**src/rtl/gate_pkg.sv**
```systemverilog
// rtl/gate_pkg.sv - shared op encodings and identity/empty-reduction tables
package gate_pkg;

    localparam int OP_W = 3;

    typedef enum logic [OP_W-1:0] {
        OP_AND   = 3'b000,
        OP_OR    = 3'b001,
        OP_XOR   = 3'b010,
        OP_NAND  = 3'b011,
        OP_NOR   = 3'b100,
        OP_XNOR  = 3'b101,
        OP_ZERO0 = 3'b110,
        OP_ZERO1 = 3'b111
    } op_e;

    // Value a masked-out channel contributes so it cannot affect the result.
    function automatic logic op_identity(input logic [OP_W-1:0] op);
        return (op == OP_AND) || (op == OP_NAND);
    endfunction

    // Result of reducing over zero channels.
    function automatic logic op_empty(input logic [OP_W-1:0] op);
        case (op)
            OP_AND, OP_NOR, OP_XNOR: return 1'b1;
            default:                 return 1'b0;
        endcase
    endfunction

endpackage

```
**src/rtl/db_chan.sv**
```systemverilog
// rtl/db_chan.sv - one channel: 2-flop synchronizer followed by debounce
//
// Ports:
//   clk, rstn : clock, synchronous active-low reset
//   x_i       : raw asynchronous input
//   xs_o      : debounced level
module db_chan #(
    parameter int DEB_CYCLES = 4
) (
    input  logic clk,
    input  logic rstn,
    input  logic x_i,
    output logic xs_o
);

    localparam int CW = $clog2(DEB_CYCLES + 1);

    logic          s1_q, s1_d;
    logic          s2_q, s2_d;
    logic          xs_q, xs_d;
    logic [CW-1:0] cnt_q, cnt_d;

    always_comb begin
        s1_d  = x_i;
        s2_d  = s1_q;
        xs_d  = xs_q;
        cnt_d = '0;
        if (s2_q != xs_q) begin
            // The DEB_CYCLES-th consecutive mismatch commits the new level;
            // the counter therefore never exceeds DEB_CYCLES-1.
            if (cnt_q == CW'(DEB_CYCLES - 1)) begin
                xs_d = s2_q;
            end else begin
                cnt_d = cnt_q + CW'(1);
            end
        end
    end

    always_ff @(posedge clk) begin
        if (!rstn) begin
            s1_q  <= 1'b0;
            s2_q  <= 1'b0;
            xs_q  <= 1'b0;
            cnt_q <= '0;
        end else begin
            s1_q  <= s1_d;
            s2_q  <= s2_d;
            xs_q  <= xs_d;
            cnt_q <= cnt_d;
        end
    end

    assign xs_o = xs_q;

endmodule

```
**src/rtl/reduce_gate_db.sv**
```systemverilog
// rtl/reduce_gate_db.sv - debounced N-channel masked reduction with change pulse
//
// Ports:
//   clk, rstn : clock, synchronous active-low reset
//   en        : output register update enable
//   op        : reduction select (AND/OR/XOR/NAND/NOR/XNOR, 11x -> 0)
//   mask      : per-channel include bits
//   x         : raw channel inputs
//   xs        : debounced channel levels
//   z         : registered reduction result
//   chg       : one-cycle pulse when z changes
module reduce_gate_db
    import gate_pkg::*;
#(
    parameter int N          = 4,
    parameter int DEB_CYCLES = 4
) (
    input  logic            clk,
    input  logic            rstn,
    input  logic            en,
    input  logic [OP_W-1:0] op,
    input  logic [N-1:0]    mask,
    input  logic [N-1:0]    x,
    output logic [N-1:0]    xs,
    output logic            z,
    output logic            chg
);

    logic [N-1:0] masked;
    logic         red;
    logic         z_q, z_d;
    logic         chg_q, chg_d;

    for (genvar i = 0; i < N; i++) begin : g_chan
        db_chan #(.DEB_CYCLES(DEB_CYCLES)) u_chan (
            .clk  (clk),
            .rstn (rstn),
            .x_i  (x[i]),
            .xs_o (xs[i])
        );
    end

    always_comb begin
        // Excluded channels take the op's identity so they are transparent.
        masked = (xs & mask) | (~mask & {N{op_identity(op)}});
        case (op)
            OP_AND:  red = &masked;
            OP_OR:   red = |masked;
            OP_XOR:  red = ^masked;
            OP_NAND: red = ~&masked;
            OP_NOR:  red = ~|masked;
            OP_XNOR: red = ~^masked;
            default: red = 1'b0;
        endcase
        if (mask == '0) begin
            red = op_empty(op);
        end
    end

    always_comb begin
        z_d   = z_q;
        chg_d = 1'b0;
        if (en) begin
            z_d   = red;
            chg_d = (red != z_q);
        end
    end

    always_ff @(posedge clk) begin
        if (!rstn) begin
            z_q   <= 1'b0;
            chg_q <= 1'b0;
        end else begin
            z_q   <= z_d;
            chg_q <= chg_d;
        end
    end

    assign z   = z_q;
    assign chg = chg_q;

endmodule

```
**config.mk**
```make
export PLATFORM = sky130hd
export DESIGN_NAME = reduce_gate_db
export DESIGN_NICKNAME = d
export VERILOG_FILES = /design/src/rtl/gate_pkg.sv /design/src/rtl/db_chan.sv /design/src/rtl/reduce_gate_db.sv
export SDC_FILE = /design/constraint.sdc
export NUM_CORES = 1
export LEC_CHECK = 0
export BUFFER_PORTS_ARGS = -buffer_cell sky130_fd_sc_hd__buf_2
export CORE_ASPECT_RATIO = 0.75
export CORE_MARGIN = 5
export CORE_UTILIZATION = 40
export DETAILED_ROUTE_END_ITERATION = 7
export GPL_ROUTABILITY_DRIVEN = 0
export PLACE_DENSITY_LB_ADDON = 0.3
export SLEW_MARGIN = 20
export SYNTH_ARGS = -nofsm -noshare
export SYNTH_HDL_FRONTEND = slang
export SYNTH_SLANG_ARGS = --single-unit
```
**constraint.sdc**
```tcl
create_clock -name clk -period 3.2 [get_ports clk]
set_clock_uncertainty 0.1 [all_clocks]
set_input_delay 0.16 -clock clk [delete_from_list [all_inputs] [get_ports clk]]
set_output_delay 0.16 -clock clk [all_outputs]
set_load 0.02 [all_outputs]
```
* Word level (Yosys, flattened, before mapping)
Cells that the tools add are included.
** Cells by class
- Multiplexer cells :: 3
- Reduce and logical (&&, ||, !) cells :: 19
- Equality and inequality tests :: 14
- Bitwise gates (word level) :: 9
- $add $sub $neg :: 4
** Operators by type and width (number)
- $eq 3x2->1 const B :: 6
- $reduce_or 3->1 :: 5
- $add 3x1->3 const B :: 4
- $reduce_and 2->1 :: 5
- $and 4x4->4 :: 2
- $eq 3x3->1 const B :: 2
- $pmux 1 s6 :: 1
- $ne 1x1->1 :: 5
- $not 1->1 :: 5
- $logic_not 4->1 :: 1
- $not 4->4 :: 1
- $or 4x4->4 :: 1
- $reduce_and 4->1 :: 1
- $reduce_or 4->1 :: 1
- $reduce_xnor 4->1 :: 1
- $reduce_xor 4->1 :: 1
- $eq 3x1->1 const B :: 1
- $logic_not 3->1 :: 1
- $logic_not 1->1 :: 2
- $mux 1 :: 2
- $logic_or 1x1->1 :: 1
** Word-level totals
- Output and inout bits :: 6
- Input bits :: 14
- Flip-flop bits (word level) :: 26
- Logic and storage cells :: 67

* Depth between registers and ports, before layout
Gate-level depths: netlist (run 1).
- Word-level depth :: 9
- Gate-level depth with buffers :: 11

* Cells and area by module
A second synthesis (run 1) with hierarchy kept.
** Second synthesis, totals
- Cell total of the unflattened synthesis :: 118
- Area total of the unflattened synthesis :: 1213.7 um^2
** Modules (own cells, without submodules)
- db_chan :: sequential area each 120.1 um^2, times used 4, area each 216.5 um^2, cells an instance 17
- reduce_gate_db :: sequential area each 40.0 um^2, times used 1, area each 347.8 um^2, cells an instance 50

* Worst setup path before layout (run 1)
Ideal clock, no wire load.
- Kind :: input-to-reg
- Start :: input port op[0]
- End :: register chg_q (netlist: chg)
- Buffers on the path :: 1
- Cell stages on the path :: 11
- Required time :: 2.980 ns
- Setup slack :: 1.268 ns
- Arrival time :: 1.712 ns
- Cell sequence :: buf_4 -> xnor2_1 -> nand2b_1 -> o21ai_0 -> inv_1 -> ha_1 -> xor2_1 -> nand3_1 -> a41oi_2 -> nand2b_1 -> nand3_1
** Between the ends
- Longest elaborated chain between the ends :: 9
- Elaborated cells between the ends (all ways) :: 20
** Ends and longest elaborated chain
- start: declaration :: line reduce_gate_db.sv:21 : input logic [OP_W-1:0] op,
- $eq 3x2->1 or $logic_not 3->1 (tied branches) :: line gate_pkg.sv:19, reduce_gate_db.sv:46, gate_pkg.sv:24
- $logic_or 1x1->1 :: line gate_pkg.sv:19 : return (op == OP_AND) || (op == OP_NAND);
- $and 4x4->4 :: line reduce_gate_db.sv:45 : masked = (xs & mask) | (~mask & {N{op_identity(op)}});
- $or 4x4->4 :: line reduce_gate_db.sv:45
- $reduce_or 4->1 or $reduce_and 4->1 (tied branches)
- $logic_not 1->1 (on tied branches) :: line reduce_gate_db.sv:51, reduce_gate_db.sv:50
- $pmux 1 s6 :: line reduce_gate_db.sv:46 : case (op)
- $mux 1 (*) :: line reduce_gate_db.sv:55 : if (mask == '0) begin
- $ne 1x1->1 (*) :: line reduce_gate_db.sv:65 : chg_d = (red != z_q);
- end signal: assignment :: line reduce_gate_db.sv:75 : chg_q <= chg_d;
- end: declaration :: line reduce_gate_db.sv:32 : logic chg_q, chg_d;
Mark *: on every way between the ends. The rest lies on a longest branch, timed or not.
A chain may end at the register's enable or synchronous reset.

* Worst setup path after layout (run 1)
- Start :: register g_chan[1].u_chan.xs_q
- End :: register chg_q (netlist: chg)
** Between the ends
- Longest elaborated chain between the ends :: 7
- Elaborated cells between the ends (all ways) :: 11
** Ends and longest elaborated chain
- start: declaration :: line db_chan.sv:20 : logic xs_q, xs_d;
- start signal: assignment :: line db_chan.sv:48 : xs_q <= xs_d;
- $and 4x4->4 (*) :: line reduce_gate_db.sv:45
- $or 4x4->4 (*) :: line reduce_gate_db.sv:45
- $reduce_or 4->1 or $reduce_and 4->1 (tied branches)
- $logic_not 1->1 (on tied branches) :: line reduce_gate_db.sv:51, reduce_gate_db.sv:50
- $pmux 1 s6 (*) :: line reduce_gate_db.sv:46
- $mux 1 (*) :: line reduce_gate_db.sv:55
- $ne 1x1->1 (*) :: line reduce_gate_db.sv:65
Marks and branches as above.

==> reports/metrics.csv, run 1 <==
metric;value;unit
status;complete, no violations;
Gate power share;9.8;%
number of routed nets with antenna violations;0;
Max FO, Critical Path;4;
CTS Root Cell;clkbuf_8;
reg2reg setup slack;1.30;ns
Worst path max stage delay;0.41;ns
worst-margin pin slew;0.281;ns
CP Launch Type;flip-flop;
Crit path max-delay family;flip-flops;
Remaining Overflow, GRT;0;
Max-Slew Margin vs Limit;81.1;%
total track usage;10.1;%
Initial Util;41.0;%
global-route wire length before repair;3.37;mm
critical setup path kind;flip-flop to flip-flop;
Crit Reg-Reg Startpoint;g_chan[1].u_chan.xs_o;
DRC;0;
DR pass1 iterations;4;
post-DR vias/cell;4.65;
hpwl dp;1.54;mm
largest net degree at the start of global routing;20;
Clk pin slew, worst setup/hold paths;0.08;ns
Net Switching;124;uW
Ports;20;
pwr dens;420;mW/mm2
Die ar.;0.00420;mm2
FF+latch count, synth;26;
Setup Viol. Count Final;0;
Clock Sinks;26;
most used cell, CP;nand3_1;
reg2reg end;chg;
post-layout util;46.2;%
Worst setup startpoint;g_chan[1].u_chan.xs_o;
Avg Inst Size Synth;9.49;um2
Hold Fails Final Rpt;0;
worst reg-to-reg path cell count;9;
crit path to;chg;
detailed router's first-iteration violation count;20;
crit-path cells;nand2_1 -> o21ai_0 -> inv_1 -> ha_1 -> xor2_1 -> nand3_1 -> a41oi_2 -> nand2b_1 -> nand3_1;
Syn Inst Count;126;
Worst path depth;9;
CTS tree;yes;
Post-layout nets;170;
worst skew pair latency;0.26;ns
endpoint type of the worst setup path;flip-flop;
Avg WL per Cell;10.8;um
share of total power in sequential cells;59.3;%
Setup TNS;0;ns
Synth Cell Area;0.00120;mm2
Sw Share;22.0;%
via count;837;
synth unique cells;25;
RSZ-0062 raised after global routing;no;
P_int;441;uW
Final period util;59.3;%
fmax;0.527;GHz
via count of the first global-routing pass;874;
ANT cells;0;
Buf/Inv on CP;1;
most frequent cells in the layout;dfxtp_1 (26), buf_2 (19), inv_1 (13), nor2_1 (13), ha_1 (12);
class of the worst hold path;input port to flip-flop;
Area Growth Syn to Fin;12.4;%
Slew Viols, Final;0;
Worst path slowest cell;dfxtp_1;
share of cells above drive strength 1;17.6;%
Clock Power Share;30.9;%
synthesized net count;152;
number of port buffers;19;
cts bufs inserted;3;
H-Tree Depth;1;
row cnt;17;
max_cap viols;0;
Data required, critical path;3.25;ns
Synth warnings;0;
most common cell after layout, fill and taps aside;dfxtp_1;
Core Area;0.00291;mm2
Die X;73.1;um
WL final;1.94;mm
Pleak;0.000612;uW
CTS Buffer Depth;2;
worst vdd ir;297;uV
Arr. time, crit path;1.95;ns
post-synthesis sequential area ratio;43.5;%
minimum clock period;1.90;ns
Die Y;57.4;um
initial antenna violation count;0;
==> state kept, by name, summed over array words and instances, names as in the netlist <==
name / count
g_chan.u_chan.cnt_q: 12
g_chan.u_chan.s1_q: 4
g_chan.u_chan.s2_q: 4
g_chan.u_chan.xs_o: 4
chg: 1
z: 1
==> how the worst min path moves through the flow <==
stage,start,end,slack [ns],cells past startpoint
2_1_floorplan,en,z,0.16,1
5_1_grt,x[1],g_chan[1].u_chan.s1_q,0.003,2
4_1_cts,x[1],g_chan[1].u_chan.s1_q,0.007,2
6_report,x[3],g_chan[3].u_chan.s1_q,0.009,2
3_3_place_gp,x[3],g_chan[3].u_chan.s1_q,0.27,2
3_5_place_dp,x[0],g_chan[0].u_chan.s1_q,0.27,2
==> area by class of cell <==
cell class / instances / area [um2]
Sequential cell: 26 / 520
Fill cell: 283 / 1570
Tap cell: 38 / 47.5
Inverter: 13 / 48.8
Timing Repair Buffer: 20 / 105
Multi-Input combinational cell: 80 / 582
Clock buffer: 3 / 41.3
==> kinds of logic after synthesis <==
kind of cell,count (synthesis),synth area share [%]
compound gates,10,6.07
xor+xnor,6,4.39
fa+ha+maj,12,12.6
buf+inv,20,7.85
flops,26,43.5
mux,4,3.35
simple gates,48,22.3
==> cell usage after synthesis (all sizes together) <==
cell type / count / area (um2)
a211o: 1 / 8.76
nand3b: 4 / 30.0
nand3: 4 / 20.0
nand2b: 3 / 18.8
a31oi: 2 / 12.5
or4: 1 / 11.3
a41oi: 1 / 16.3
and3b: 1 / 8.76
clkbuf: 2 / 7.51
nand4b: 1 / 8.76
o21a: 2 / 15.0
xnor2: 1 / 8.76
mux2i: 4 / 40.0
ha: 12 / 150
o21ai: 4 / 20.0
nand2: 6 / 22.5
and3: 1 / 6.26
and2: 8 / 50.1
inv: 13 / 48.8
nor2: 13 / 48.8
buf: 5 / 37.5
xor2: 5 / 43.8
dfxtp: 26 / 521
nor3: 1 / 10.0
nor2b: 5 / 31.3
==> metal layers <==
layer / share of wire [%] / up-vias / GRT usage, %
li1: - / 438 / -
met1: 44 / 383 / 10.3
met2: 50 / 14 / 18.6
met3: 4.7 / 2 / 4.05
met4: 0.88 / 0 / 3.42
met5: 0 / - / 0
==> through the flow <==
step                worst slack [ns]  instances  total power (uW)  area, um2  hold slack (ns)
CTS                             1.27        180               573       1350          0.00679
detailed placement              1.07        176               398       1290            0.272
global route                    1.09        180               591       1350          0.00293
global placement                1.14        176               395       1290            0.268
finish                          1.30        180               565       1350          0.00850
floorplan                       1.27        126               379       1200            0.161
==> power by group through the flow <==
stage | combinational (uW) | clock [uW] | sequential, uW
final | 55.6 | 175 | 335
after global routing | 62.3 | 192 | 337
after CTS | 56.1 | 181 | 335
after detailed placement | 54.8 | 0 | 343
after global placement | 52.4 | 0 | 343
after floorplan | 34.2 | 0 | 345
==> what timing repair did <==
action / 4_1_cts / 5_1_grt
hold buffers: 1 / 0
gates resized for setup: 0 / 0
buffers inserted: 0 / 0
hold endpoints to repair: 1 / 0
Power figures use the tool's default switching activity.
==> run 2, diff against run 1 <==
==> constraint.sdc (replaced) <==
create_clock -name clk -period 2 [get_ports clk]
set_clock_uncertainty 0.1 [all_clocks]
set_input_delay 0.1 -clock clk [delete_from_list [all_inputs] [get_ports clk]]
set_output_delay 0.1 -clock clk [all_outputs]
set_load 0.02 [all_outputs]
==> reports/metrics.csv, run 2 (synthesis results as in run 1) <==
metric;value;unit;change
hpwl dp;1.53;mm;-0.61%
post-layout util;48.9;%;+2.7 points
share of cells above drive strength 1;21.5;%;+3.9 points
RSZ-0062 raised after global routing;no;;
Arr. time, crit path;1.90;ns;-0.05 ns
Final period util;92.2;%;+33 points
Remaining Overflow, GRT;0;;unchanged
H-Tree Depth;1;;unchanged
CTS tree;yes;;
Min-Delay Path Depth;2;;unchanged
largest net degree at the start of global routing;20;;unchanged
Initial Util;41.0;%;unchanged
fill count;270;;-4.6%
Max-Slew Margin vs Limit;79.7;%;-1.4 points
fmax;0.542;GHz;+2.9%
share of total power in sequential cells;55.9;%;-3.4 points
Avg WL per Cell;10.3;um;-4.0%
reg2reg end;chg;;
number of flip-flops in the largest register;12;;unchanged
Slew Viols, Final;0;;unchanged
most common cell after layout, fill and taps aside;dfxtp_1;;
largest register by flop count;g_chan.u_chan.cnt_q;;
number of port buffers;19;;unchanged
Setup TNS;0;ns;unchanged
most frequent cells in the layout;dfxtp_1 (23), buf_2 (19), inv_1 (13), nor2_1 (13), ha_1 (12);;
number of routed nets with antenna violations;0;;unchanged
Area Growth Syn to Fin;19.1;%;
worst-margin pin slew;0.304;ns;+0.0233 ns
total track usage;10.8;%;+0.70 points
Ports;20;;unchanged
Die X;73.1;um;unchanged
Gate power share;10.6;%;+0.8 points
row cnt;17;;unchanged
post-CTS setup buffer count;0;;unchanged
DR pass1 iterations;4;;unchanged
global-route wire length before repair;3.51;mm;+3.9%
ANT cells;0;;unchanged
Core Area;0.00291;mm2;unchanged
reg2reg setup slack;0.16;ns;-1.15 ns
WL final;1.94;mm;-0.31%
Clock Power Share;33.5;%;+2.6 points
via count;857;;+2.4%
endpoint type of the worst setup path;flip-flop;;
pwr dens;673;mW/mm2;+60%
CTS Root Cell;clkbuf_8;;
Hold WS;0.142;ns;+0.133 ns
Clk pin slew, worst setup/hold paths;0.08;ns;about the same
max_cap viols;0;;unchanged
initial antenna violation count;0;;unchanged
minimum clock period;1.84;ns;-0.0528 ns
Die Y;57.4;um;unchanged
worst skew pair latency;0.26;ns;about the same
worst vdd ir;384;uV;+30%
Crit Reg-Reg Startpoint;g_chan[0].u_chan.xs_o;;
Hold Fails Final Rpt;0;;unchanged
Sw Share;21.1;%;-0.82 points
worst setup margin;0.157;ns;-1.15 ns
CTS Buffer Depth;2;;unchanged
Hold Path End;g_chan[2].u_chan.xs_o;;
Max FO, Critical Path;4;;unchanged
Die ar.;0.00420;mm2;unchanged
Pleak;0.000647;uW;+5.8%
Data required, critical path;2.06;ns;-1.19 ns
class of the worst hold path;input port to flip-flop;;
via count of the first global-routing pass;855;;-2.2%
post-DR vias/cell;4.58;;-1.4%
pre-CTS setup slack;-0.0564;ns;-1.13 ns
Post-layout nets;176;;+3.5%
CP Launch Type;flip-flop;;
P_int;757;uW;+71%
Clock Sinks;26;;unchanged
status;complete, no violations;;
cts bufs inserted;3;;unchanged
critical setup path kind;flip-flop to flip-flop;;
Net Switching;203;uW;+63%
worst reg-to-reg path cell count;9;;unchanged
Setup Viol. Count Final;0;;unchanged
detailed router's first-iteration violation count;17;;-15%
DRC;0;;unchanged
min-delay src;rstn;;
## run 2: cell count changes in the layout (fill, tap and decap cells not counted), sizes merged
cell         before  now
dlygate4sd3       1    5
buf              19   21
clkbuf            3    4
## run 2: critical path: stages (launching register included)
cell,delay [ns]
dfxtp_1,0.34
nand2_1,0.07
o21a_1,0.15
inv_1,0.05
ha_1,0.21
and3b_1,0.18
a211o_1,0.28
a41oi_2,0.17
nand2b_1,0.13
nand3_1,0.06
## run 2: worst max-delay path by stage
stage               end             startpoint  slack [ns]  depth (start not counted)
floorplan           chg                  op[0]        0.13                         11
global placement    chg                  op[1]        0.04                         11
detailed placement  chg                  op[1]       -0.06                         11
CTS                 chg  g_chan[1].u_chan.xs_o        0.08                          9
global route        chg  g_chan[0].u_chan.xs_o        0.02                          9
finish              chg  g_chan[0].u_chan.xs_o        0.16                          9
## run 2: layer usage
metal | share of wire (%) | up-vias | global-route usage (%)
li1 | - | 448 | -
met1 | 42 | 385 | 11.1
met2 | 49 | 15 | 18.9
met3 | 5.0 | 9 | 4.23
met4 | 3.4 | 0 | 5.79
met5 | 0 | - | 0
## run 2: what timing repair did
| item | CTS | global route |
|---|---|---|
| resized for setup | 0 | 4 |
| setup endpoints to repair | 0 | 2 |
| hold buffers | 5 | 0 |
| hold endpoints to repair | 5 | 0 |
## run 2: through the flow
step,total power (uW),std cells,instance area [um2]
after floorplan,607,126,1200
after global placement,635,178,1310
after detailed placement,640,178,1310
after CTS,975,187,1410
after global routing,1010,187,1430
final,959,187,1430
## run 2: area by class of cell
type | count | area [um2] | area share, %
inverter | 13 | 48.8 | 3.42
tap | 38 | 47.5 | 3.34
clock buffer | 4 | 55.1 | 3.86
multi-input combinational | 80 | 589 | 41.4
sequential | 26 | 524 | 36.8
timing repair buffer | 26 | 160 | 11.2
## run 2: power by group through the flow
stage,registers (uW),clock network (uW),logic [uW]
6_report,537,321,102
5_1_grt,539,361,114
4_1_cts,537,339,98.7
3_5_place_dp,549,0,90.8
3_3_place_gp,548,0,86.9
2_1_floorplan,552,0,54.8
==> run 3, diff against run 2 <==
--- a/config.mk
+++ b/config.mk
@@ -12,6 +12,7 @@
 export DETAILED_ROUTE_END_ITERATION = 7
 export GPL_ROUTABILITY_DRIVEN = 0
 export PLACE_DENSITY_LB_ADDON = 0.3
+export REMOVE_ABC_BUFFERS = 1
 export SLEW_MARGIN = 20
 export SYNTH_ARGS = -nofsm -noshare
 export SYNTH_HDL_FRONTEND = slang
==> reports/metrics.csv, run 3 (synthesis results as in run 1) <==
metric;value;unit;change
worst-margin pin slew;0.247;ns;-0.0566 ns
Crit Reg-Reg Startpoint;g_chan[0].u_chan.xs_o;;
detailed router's first-iteration violation count;10;;-7
Clock Power Share;34.1;%;+0.6 points
Final period util;91.4;%;-0.77 points
pwr dens;683;mW/mm2;+1.5%
number of flip-flops in the largest register;12;;unchanged
Top Layer Used;met4;;
hpwl dp;1.49;mm;-2.8%
Sw Share;21.6;%;+0.43 points
Slew Viols, Final;0;;unchanged
Remaining Overflow, GRT;0;;unchanged
met2 WL;967;um;+1.7%
reg2reg end;chg;;
row cnt;17;;unchanged
Max-Slew Margin vs Limit;83.3;%;+3.6 points
Hold Fails Final Rpt;0;;unchanged
Die ar.;0.00420;mm2;unchanged
via count of the first global-routing pass;847;;-0.94%
Met1 Routed Length;777;um;-5.2%
fill count;276;;+2.2%
DR pass1 iterations;4;;unchanged
class of the worst hold path;input port to flip-flop;;
CP Launch Type;flip-flop;;
number of routed nets with antenna violations;0;;unchanged
reg2reg setup slack;0.17;ns;+0.02 ns
minimum clock period;1.83;ns;-0.0154 ns
Gate power share;10.1;%;-0.5 points
Data required, critical path;2.06;ns;about the same
post-CTS setup buffer count;0;;unchanged
worst vdd ir;394;uV;+2.4%
CTS Buffer Depth;2;;unchanged
total track usage;10.0;%;-0.82 points
Clk pin slew, worst setup/hold paths;0.08;ns;about the same
post-layout util;48.3;%;-0.60 points
share of cells above drive strength 1;18.9;%;-2.6 points
most frequent cells in the layout;dfxtp_1 (25), buf_2 (19), inv_1 (13), nor2_1 (13), ha_1 (12);;
Worst setup startpoint;g_chan[0].u_chan.xs_o;;
final instance area;0.00141;mm2;-1.2%
Pleak;0.000641;uW;-0.96%
Min-Delay Path Depth;2;;unchanged
Die Y;57.4;um;unchanged
Worst path slowest cell;dfxtp_1;;
Post-layout nets;175;;-0.57%
Hold Path End;g_chan[1].u_chan.xs_o;;
Clock Sinks;26;;unchanged
via count;845;;-1.4%
Hold WS;0.118;ns;-0.0236 ns
Met3 Routed Length;86;um;-11%
Avg WL per Cell;10.1;um;-2.8%
Area Growth Syn to Fin;17.7;%;
fmax;0.547;GHz;+0.84%
Max FO, Critical Path;4;;unchanged
largest net degree at the start of global routing;20;;unchanged
share of total power in sequential cells;55.8;%;about the same
Die X;73.1;um;unchanged
cts bufs inserted;3;;unchanged
CTS tree;yes;;
endpoint type of the worst setup path;flip-flop;;
DRC;0;;unchanged
Ports;20;;unchanged
number of port buffers;19;;unchanged
RSZ-0062 raised after global routing;no;;
post-DR vias/cell;4.54;;-0.87%
most common cell after layout, fill and taps aside;dfxtp_1;;
crit-path cells;nand2_1 -> o21a_1 -> inv_1 -> ha_1 -> and3b_1 -> a211o_1 -> a41oi_2 -> nand2b_1 -> nand3_1;;
Net Switching;207;uW;+2.3%
initial antenna violation count;0;;unchanged
Worst path max stage delay;0.35;ns;about the same
global-route wire length before repair;3.28;mm;-6.3%
max_cap viols;0;;unchanged
CTS Root Cell;clkbuf_8;;
ANT cells;0;;unchanged
placed instance area;0.00130;mm2;-0.57%
Arr. time, crit path;1.89;ns;about the same
worst skew pair latency;0.27;ns;about the same
H-Tree Depth;1;;unchanged
Setup Viol. Count Final;0;;unchanged
status;complete, no violations;;
WL final;1.87;mm;-3.3%
largest register by flop count;g_chan.u_chan.cnt_q;;
Core Area;0.00291;mm2;unchanged
worst reg-to-reg path cell count;9;;unchanged
critical setup path kind;flip-flop to flip-flop;;
min-delay src;rstn;;
P_int;754;uW;-0.33%
Initial Util;41.0;%;unchanged
## run 3: worst max-delay path by stage
stage                to  slack (ns)  cells past startpoint
floorplan           chg        0.15                      9
global placement    chg        0.03                     11
detailed placement  chg       -0.08                     11
CTS                 chg        0.11                      9
global route        chg       0.004                      9
finish              chg        0.17                      9
## run 3: final cells by class
cell class	instances	area, um2	area share (%)
Multi-Input combinational cell	80	582	41.3
Sequential cell	26	522	37.1
Timing Repair Buffer	25	153	10.8
Clock buffer	4	55.1	3.91
Inverter	13	48.8	3.47
Tap cell	38	47.5	3.38
## run 3: metal layers
| layer | vias to the layer above | GRT usage [%] |
|---|---|---|
| met4 | 0 | 3.95 |
| li1 | 447 | - |
| met1 | 378 | 9.47 |
| met5 | - | 0 |
| met2 | 14 | 19.2 |
| met3 | 6 | 3.70 |
## run 3: critical path: cells and delay by family (launching register included)
kind	cells	cell delay (ns)
simple gates	4	0.44
compound gates	3	0.59
buf+inv	1	0.05
flops	1	0.35
fa+ha+maj	1	0.20
## run 3: power groups by stage
stage	logic (uW)	clock network (uW)	registers [uW]
floorplan	48.4	0	552
global placement	85.4	0	548
detailed placement	89.0	0	549
CTS	97.6	344	537
global route	109	359	538
finish	96.9	328	536
## run 3: timing repair
| item | CTS | global route |
|---|---|---|
| hold buffers | 5 | 0 |
| endpoints found under the setup margin | 0 | 2 |
| hold endpoints to repair | 5 | 0 |
| gates resized for setup | 0 | 2 |
## run 3: metrics by stage
stage               total power, uW  TNS [ns]  instances  setup WS (ns)
global route                   1010         0        186        0.00414
finish                          961         0        186          0.172
CTS                             978         0        186          0.112
global placement                633         0        177         0.0346
detailed placement              638   -0.0817        177        -0.0767
floorplan                       601         0        119          0.149
